`src/rtl/if_pc_gen_pkg.sv`:
```
// Shared memory-map constants for the fetch stage and the address checkers.
package if_pc_gen_pkg;

  localparam logic [31:0] TEXT_STARTADDR  = 32'h0000_3000;
  localparam logic [31:0] KTEXT_STARTADDR = 32'h0000_4180;
  localparam logic [31:0] IM_SIZE         = 32'h0000_4000;

  localparam logic [4:0] EXC_NONE = 5'd0;
  localparam logic [4:0] EXC_ADEL = 5'd4;

endpackage

```
`src/rtl/if_fetch_check.sv`:
```
// Combinational fetch address checker: flags misaligned or out-of-range PCs as AdEL.
module if_fetch_check
  import if_pc_gen_pkg::*;
#(
  parameter logic [31:0] IM_BASE  = TEXT_STARTADDR,
  parameter logic [31:0] IM_BYTES = IM_SIZE
) (
  input  logic [31:0] pc,
  output logic [4:0]  exc_code
);

  logic [31:0] offset;
  logic        above_base;
  logic        in_range;
  logic        misaligned;

  // Offset is only meaningful once pc >= IM_BASE, so the subtraction cannot underflow where it matters.
  assign offset     = pc - IM_BASE;
  assign above_base = (pc >= IM_BASE);
  assign in_range   = above_base && (offset < IM_BYTES);
  assign misaligned = |pc[1:0];

  assign exc_code = (misaligned || !in_range) ? EXC_ADEL : EXC_NONE;

endmodule

```
`src/rtl/if_pc_gen.sv`:
```
// IF-stage program counter: picks the next fetch address and tags each fetch with delay-slot and AdEL info.
module if_pc_gen
  import if_pc_gen_pkg::*;
#(
  parameter logic [31:0] RESET_PC   = TEXT_STARTADDR,
  parameter logic [31:0] HANDLER_PC = KTEXT_STARTADDR,
  parameter logic [31:0] IM_BASE    = TEXT_STARTADDR,
  parameter logic [31:0] IM_BYTES   = IM_SIZE
) (
  input  logic        clk,
  input  logic        reset,
  input  logic        stall,
  input  logic        exc_flush,
  input  logic        eret,
  input  logic [31:0] epc,
  input  logic        br_taken,
  input  logic [31:0] br_target,
  input  logic        id_is_jb,
  output logic [31:0] pc,
  output logic [31:0] pc_plus8,
  output logic        is_bd,
  output logic [4:0]  exc_code
);

  logic [31:0] pc_q;
  logic [31:0] pc_d;
  logic        bd_q;
  logic        bd_d;

  // Exceptions and ERET override a stall; a stalled branch is re-presented by ID later.
  always_comb begin
    pc_d = pc_q + 32'd4;
    bd_d = id_is_jb;
    if (exc_flush) begin
      pc_d = HANDLER_PC;
      bd_d = 1'b0;
    end else if (eret) begin
      pc_d = epc;
      bd_d = 1'b0;
    end else if (stall) begin
      pc_d = pc_q;
      bd_d = bd_q;
    end else if (br_taken) begin
      pc_d = br_target;
    end
  end

  always_ff @(posedge clk) begin
    if (reset) begin
      pc_q <= RESET_PC;
      bd_q <= 1'b0;
    end else begin
      pc_q <= pc_d;
      bd_q <= bd_d;
    end
  end

  assign pc       = pc_q;
  assign is_bd    = bd_q;
  assign pc_plus8 = pc_q + 32'd8;

  if_fetch_check #(
    .IM_BASE  (IM_BASE),
    .IM_BYTES (IM_BYTES)
  ) u_fetch_check (
    .pc       (pc_q),
    .exc_code (exc_code)
  );

endmodule

```
`config.mk`:
```
export PLATFORM = sky130hd
export DESIGN_NAME = if_pc_gen
export DESIGN_NICKNAME = d
export VERILOG_FILES = /design/src/rtl/if_pc_gen_pkg.sv /design/src/rtl/if_fetch_check.sv /design/src/rtl/if_pc_gen.sv
export SDC_FILE = /design/constraint.sdc
export NUM_CORES = 1
export LEC_CHECK = 0
export ABC_AREA = 1
export CORE_MARGIN = 2
export CORE_UTILIZATION = 44
export CTS_CLUSTER_DIAMETER = 50
export DETAILED_ROUTE_END_ITERATION = 16
export GPL_TIMING_DRIVEN = 1
export PLACE_DENSITY = 0.82
export SYNTH_ARGS = -nofsm -noshare
export SYNTH_HDL_FRONTEND = slang
export SYNTH_HIERARCHICAL = 1
export SYNTH_SLANG_ARGS = --single-unit
```
`constraint.sdc`:
```
create_clock -name clk -period 1.9 [get_ports clk]
set_input_delay 0.38 -clock clk [delete_from_list [all_inputs] [get_ports clk]]
set_output_delay 0.38 -clock clk [all_outputs]
set_load 0.01 [all_outputs]
```
==> results of run 1 <==
final cells by class:
cell class	instances	area, um^2
inverter	55	211.5
multi-input combinational	458	2865
fill	315	849.6
timing repair buffer	283	2469
clock buffer	5	68.82
clock inverter	1	5.005
sequential	33	738.2
tap	99	123.9
power by group through the flow:
| stage | clock network (mW) | logic (mW) | registers, mW |
|---|---|---|---|
| floorplan | 0 | 0.390 | 0.824 |
| global placement | 0 | 0.948 | 0.797 |
| detailed placement | 0 | 0.966 | 0.797 |
| CTS | 0.521 | 0.997 | 0.782 |
| global route | 0.558 | 1.17 | 0.792 |
| finish | 0.546 | 1.12 | 0.793 |
metal layers:
| layer | vias up | part of all wire |
|---|---|---|
| met3 | 269 | 0.13 |
| met5 | - | 0 |
| met1 | 2654 | 0.32 |
| li1 | 2386 | - |
| met4 | 0 | 0.11 |
| met2 | 685 | 0.44 |
final timing paths:
| path | startpoint | to | slack, ns | cells after the start |
|---|---|---|---|---|
| max | pc[3]$_SDFFE_PP0P_ | pc_plus8[25] | -0.41 | 9 |
| min | is_bd$_SDFFE_PP0N_ | is_bd$_SDFFE_PP0N_ | 0.52 | 2 |
| max reg2reg | pc[3]$_SDFFE_PP0P_ | pc[13]$_SDFFE_PP1P_ | -0.18 | 10 |
| min reg2reg | is_bd$_SDFFE_PP0N_ | is_bd$_SDFFE_PP0N_ | 0.52 | 2 |
state kept, by name, indices dropped and copies added (netlist names), named ones only:
signal	cells
is_bd	1
pc	30
through the flow:
step	cell area (um^2)	TNS [ns]	cells	hold slack, ns
3_3_place_gp	5575	-6.265	889	0.4558
5_1_grt	6481	-8.181	934	0.5204
6_report	6481	-6.191	934	0.5213
3_5_place_dp	5575	-7.258	889	0.4772
4_1_cts	6112	-1.925	919	0.4923
2_1_floorplan	3377	0	571	0.4761
what timing repair did:
item                       in CTS  in global routing
buffers inserted               26                 18
pin swaps                      50                 33
hold buffers                    0                  0
setup endpoints to repair      32                 30
gates cloned                    0                  0
gates resized for setup       242                 73
cells by family (layout without fill, tap and decap cells):
group / after synthesis / after routing / share of synthesized area
AO/OA/AOI/OAI: 103 / 103 / 0.1874
XOR/XNOR: 35 / 35 / 0.09352
adder cells (fa/ha/maj): 2 / 2 / 0.007450
buffers and inverters: 80 / 344 / 0.1017
flip-flops: 33 / 33 / 0.1967
other: 1 / 4 / 0.001117
AND/OR/NAND/NOR: 314 / 314 / 0.4121
layout by cell type (no fill, tap or decap), types with 2 or more instances in the layout:
| cell | Yosys | layout |
|---|---|---|
| dfxtp_4 | 0 | 18 |
| nand2_2 | 8 | 28 |
| xnor2_2 | 0 | 4 |
| o21bai_1 | 2 | 2 |
| o21ai_0 | 35 | 32 |
| nor2_4 | 8 | 32 |
| a211oi_1 | 2 | 2 |
| a31oi_1 | 7 | 7 |
| nor2_2 | 9 | 19 |
| xnor2_1 | 7 | 3 |
| xor2_2 | 1 | 6 |
| nor2_1 | 78 | 44 |
| buf_6 | 0 | 22 |
| inv_2 | 1 | 4 |
| nand3_1 | 45 | 39 |
| nand2_1 | 154 | 122 |
| buf_4 | 8 | 121 |
| or2_2 | 3 | 3 |
| a22oi_1 | 2 | 2 |
| buf_12 | 0 | 4 |
| clkdlybuf4s50_1 | 0 | 105 |
| nand2_4 | 4 | 15 |
| a221oi_1 | 21 | 21 |
| a21oi_1 | 29 | 29 |
| buf_2 | 8 | 27 |
| conb_1 | 1 | 4 |
| nor3_1 | 3 | 2 |
| inv_1 | 54 | 49 |
| inv_4 | 0 | 2 |
| clkbuf_8 | 0 | 5 |
| dfxtp_2 | 0 | 8 |
| xor2_1 | 27 | 22 |
| o21ai_1 | 1 | 4 |
| nand3_2 | 0 | 3 |
| dlymetal6s2s_1 | 0 | 3 |
| dfxtp_1 | 33 | 7 |
| nand3_4 | 0 | 3 |
worst max-delay path, stage by stage (launching register included):
cell and delay, ns:
dfxtp_4 0.38, ha_4 0.16, inv_2 0.05, nor2_4 0.16, nand2_4 0.11, nor2_4 0.21
buf_6 0.13, nand2_2 0.05, xor2_1 0.20, buf_2 0.18
==> results.toml, run 1 <==
[critical_path]
end_kind = "output pin"
crit_required_ns = 1.52
start_kind = "flop"
cp_max_fo = 4
critical_path_class = "flop to output pin"
arrival_ns = 1.93

[floorplanning]
io_pins = 141
fp.dieH_um = 91.37
core-area_um2 = 7331
die_width_um = 91.37
rows = 31
start_util = 0.4581
dieArea_um2 = 8348

[final_layout]
post-route-util = 0.8841
drive_gt1_frac = 0.3928
antenna_cells = 0
area_delta_synth_final_pct = 93.00
nets = 909

[timing]
period_share = 1.216
hold_viol_final = 0
worst_pin_slew_ns = 0.6263
min_period_ns = 2.311
slew_headroom = 0.5781
fin_skew_ns = 0.01146
drv_slew = 0
setup_violations = 35
fin_ws_ns = -0.4107
fmax_ghz = 0.4328
rsz0062_at_grt = "true"

[clock_network]
numCtsBuffers = 5
cts_root_buf = "clkbuf_8"
clkSlewWorstSetupHoldPaths_ns = 0.08
cts.path.max_buffers = 2
clock_sinks = 33
clkLatencyLatePin_ns = 0.30
cts_tree = "built"
htreeDepth = 2

[place]
place_hpwl_mm = 12.02
port_buffers = 136
dp_slack_ns = -0.4755
gp_congestion = 0.9902

[drt]
drt_wl_total_mm = 21.43
vias_per_cell = 6.418
drtAntennaViolNets = 0
wl_per_cell_um = 22.94
drc = 0
vias = 5994
dr.pass1.iters = 9
first_iter_violations = 816

[power]
p_leak_nw = 3.011
p_per_area_nw_per_um2 = 379.1
p_comb_frac = 0.455
irDropWorstVdd_mv = 0.3086
netSwitchingFraction = 0.3931
pwr-share-clk = 0.222
finalPower_mw = 2.457
p_int_mw = 1.491
netSwitchingPower_uw = 965.9
pwr-share-seq = 0.323

[yosys]
syn_inst = 568
yosysWarnings = 6
synth_cell_type_count = 35
synth_edf_count = 0
synth-async-reset-ratio = 0
ys_ff_latch = 33
yosys-top-cells-area = "dfxtp_1 (20%), nand2_1 (17%), nor2_1 (8.7%)"
yosysMostFrequentCell = "nand2_1"
yosysTopAreaCellShare = 0.1967
synth_commonest_cells = "nand2_1 (154), nor2_1 (78), inv_1 (54), nand3_1 (45), o21ai_0 (35)"
yosysTopAreaCell = "dfxtp_1"
synth.avg_cell_area_um2 = 5.912
synth_ff_type = "dfxtp_1"
syn-cell-area_um2 = 3358
synth-seq-area-share = 0.1967

[global_route]
grt_pass1_vias = 5434
grt_pass1_wl_mm = 27.24
grtUsageMet3 = 0.06805
grt_overflow = 0
antenna_found_initial = 0
track_usage = 0.4121
use_met2 = 0.7377
top_usage_layer = "met2"
use_met1 = 0.4618
grt_max_degree = 18

[run_status]
status = "finished with violations"
violations = "negative setup slack"

[min_path]
hp-class = "flop to flop"

[run]
maxCapViolations = 0
Power figures use the tool's default switching activity.
==> run 2, diff against run 1 <==
Settings changed: CORE_UTILIZATION 44 to 23, PLACE_DENSITY 0.82 to unset.
==> results.toml, run 2 (synthesized netlist as in run 1, its figures left out) <==
[final_layout]
final_cell_mix = "nand2_1 (131), buf_4 (117), clkdlybuf4s50_1 (108)"
largest_register_ffs = 30
nets = 894
antenna_cells = 0
final_common_cell = "nand2_1"
area_delta_synth_final_pct = 90.28
post-route-util = 0.4430
drive_gt1_frac = 0.3698

[floorplanning]
core-area_um2 = 14420
die_width_um = 124.8
dieArea_um2 = 15580
io_pins = 141
rows = 44
start_util = 0.2328
fp.dieH_um = 124.8

[critical_path]
crit_required_ns = 1.52
critical_path_class = "flop to output pin"
end_kind = "output pin"
arrival_ns = 1.75
start_kind = "flop"
rrSetupSlack_ns = 0.11
cp_max_fo = 4
ff2ff_path_depth = 10

[power]
pwr-share-clk = 0.326
finalPower_mw = 2.690
p_comb_frac = 0.383
netSwitchingPower_uw = 913.2
p_int_mw = 1.776
pwr-share-seq = 0.291
irDropWorstVdd_mv = 0.3012
p_per_area_nw_per_um2 = 420.9
netSwitchingFraction = 0.3396
p_leak_nw = 2.846

[min_path]
hold_path_depth = 2
hp-class = "flop to flop"

[drt]
drc = 0
vias_per_cell = 4.655
dr.pass1.iters = 5
vias = 4683
drtAntennaViolNets = 0
wl_per_cell_um = 15.08
drt_wl_total_mm = 15.17
first_iter_violations = 200

[global_route]
grt_overflow = 0
top_usage_layer = "met2"
antenna_found_initial = 0
grt_max_degree = 35
use_met2 = 0.3173
track_usage = 0.1906
grt_pass1_wl_mm = 24.01
use_met1 = 0.2544
grt_pass1_vias = 4655
grtUsageMet3 = 0.03737

[place]
dp_slack_ns = -0.4078
place_hpwl_mm = 11.86
port_buffers = 136
gp_congestion = 0.8530

[timing]
setup_violations = 15
drv_slew = 0
min_period_ns = 2.134
fin_skew_ns = 0.007612
fmax_ghz = 0.4686
hold_viol_final = 0
fin_ws_ns = -0.2340
period_share = 1.123
rsz0062_at_grt = "true"

[clock_network]
cts_root_buf = "clkbuf_16"
clock_sinks = 33
clkSlewWorstSetupHoldPaths_ns = 0.06
clkLatencyLatePin_ns = 0.29
numCtsBuffers = 5
cts_tree = "built"
cts.path.max_buffers = 2
cts_hold_buf = 0
htreeDepth = 2

[run]
maxCapViolations = 0

[run_status]
violations = "negative setup slack"
status = "finished with violations"
==> run 2: layout make-up <==
type	count	area [um^2]
clock inverter	2	13.76
inverter	55	214.0
fill	1515	8034
timing repair buffer	268	2302
sequential	33	737.0
clock buffer	6	138.9
tap	184	230.2
multi-input combinational	458	2754
==> run 2: per-layer routing <==
| metal | up-vias | wire, um | part of all wire |
|---|---|---|---|
| met4 | 0 | 239 | 0.016 |
| li1 | 2356 | - | - |
| met5 | - | 0 | 0 |
| met3 | 17 | 955 | 0.063 |
| met1 | 2146 | 6859 | 0.45 |
| met2 | 164 | 7111 | 0.47 |
==> run 2: timing repair <==
action,CTS,global route
pin swaps,29,34
resized for setup,183,90
hold endpoints to repair,0,0
setup endpoints to repair,29,36
buffers inserted,10,11
==> run 2: path summary, 6_finish.rpt <==
kind / to / startpoint
min reg2reg: is_bd$_SDFFE_PP0N_ / is_bd$_SDFFE_PP0N_
max: exc_code[2] / pc[16]$_SDFFE_PP0P_
min: is_bd$_SDFFE_PP0N_ / is_bd$_SDFFE_PP0N_
max reg2reg: pc[18]$_SDFFE_PP0P_ / pc[3]$_SDFFE_PP0P_
==> run 2: power by group through the flow <==
stage               combinational, mW  sequential (mW)  clock (mW)
floorplan                       0.390            0.824           0
global placement                0.995            0.797           0
global route                     1.12            0.790       0.916
finish                           1.03            0.784       0.876
CTS                             0.996            0.784       0.877
detailed placement              0.993            0.797           0
==> run 2: worst max-delay path, stage by stage, from the launching register on <==
cell	delay, ns
dfxtp_4	0.36
buf_6	0.13
nor2_4	0.14
nand2_4	0.08
buf_4	0.14
o21bai_1	0.13
nand2_1	0.07
nand2_1	0.09
inv_1	0.04
nand3_1	0.05
nor2_1	0.05
nand3_1	0.06
buf_2	0.13
==> run 2: stage by stage <==
stage | area (um^2) | hold WS, ns | setup TNS (ns) | cells
CTS | 6058 | 0.4797 | -1.341 | 995
global route | 6390 | 0.5232 | -3.223 | 1006
floorplan | 3377 | 0.4761 | 0 | 571
finish | 6390 | 0.4784 | -1.326 | 1006
detailed placement | 5704 | 0.4670 | -7.520 | 977
global placement | 5704 | 0.4626 | -6.908 | 977
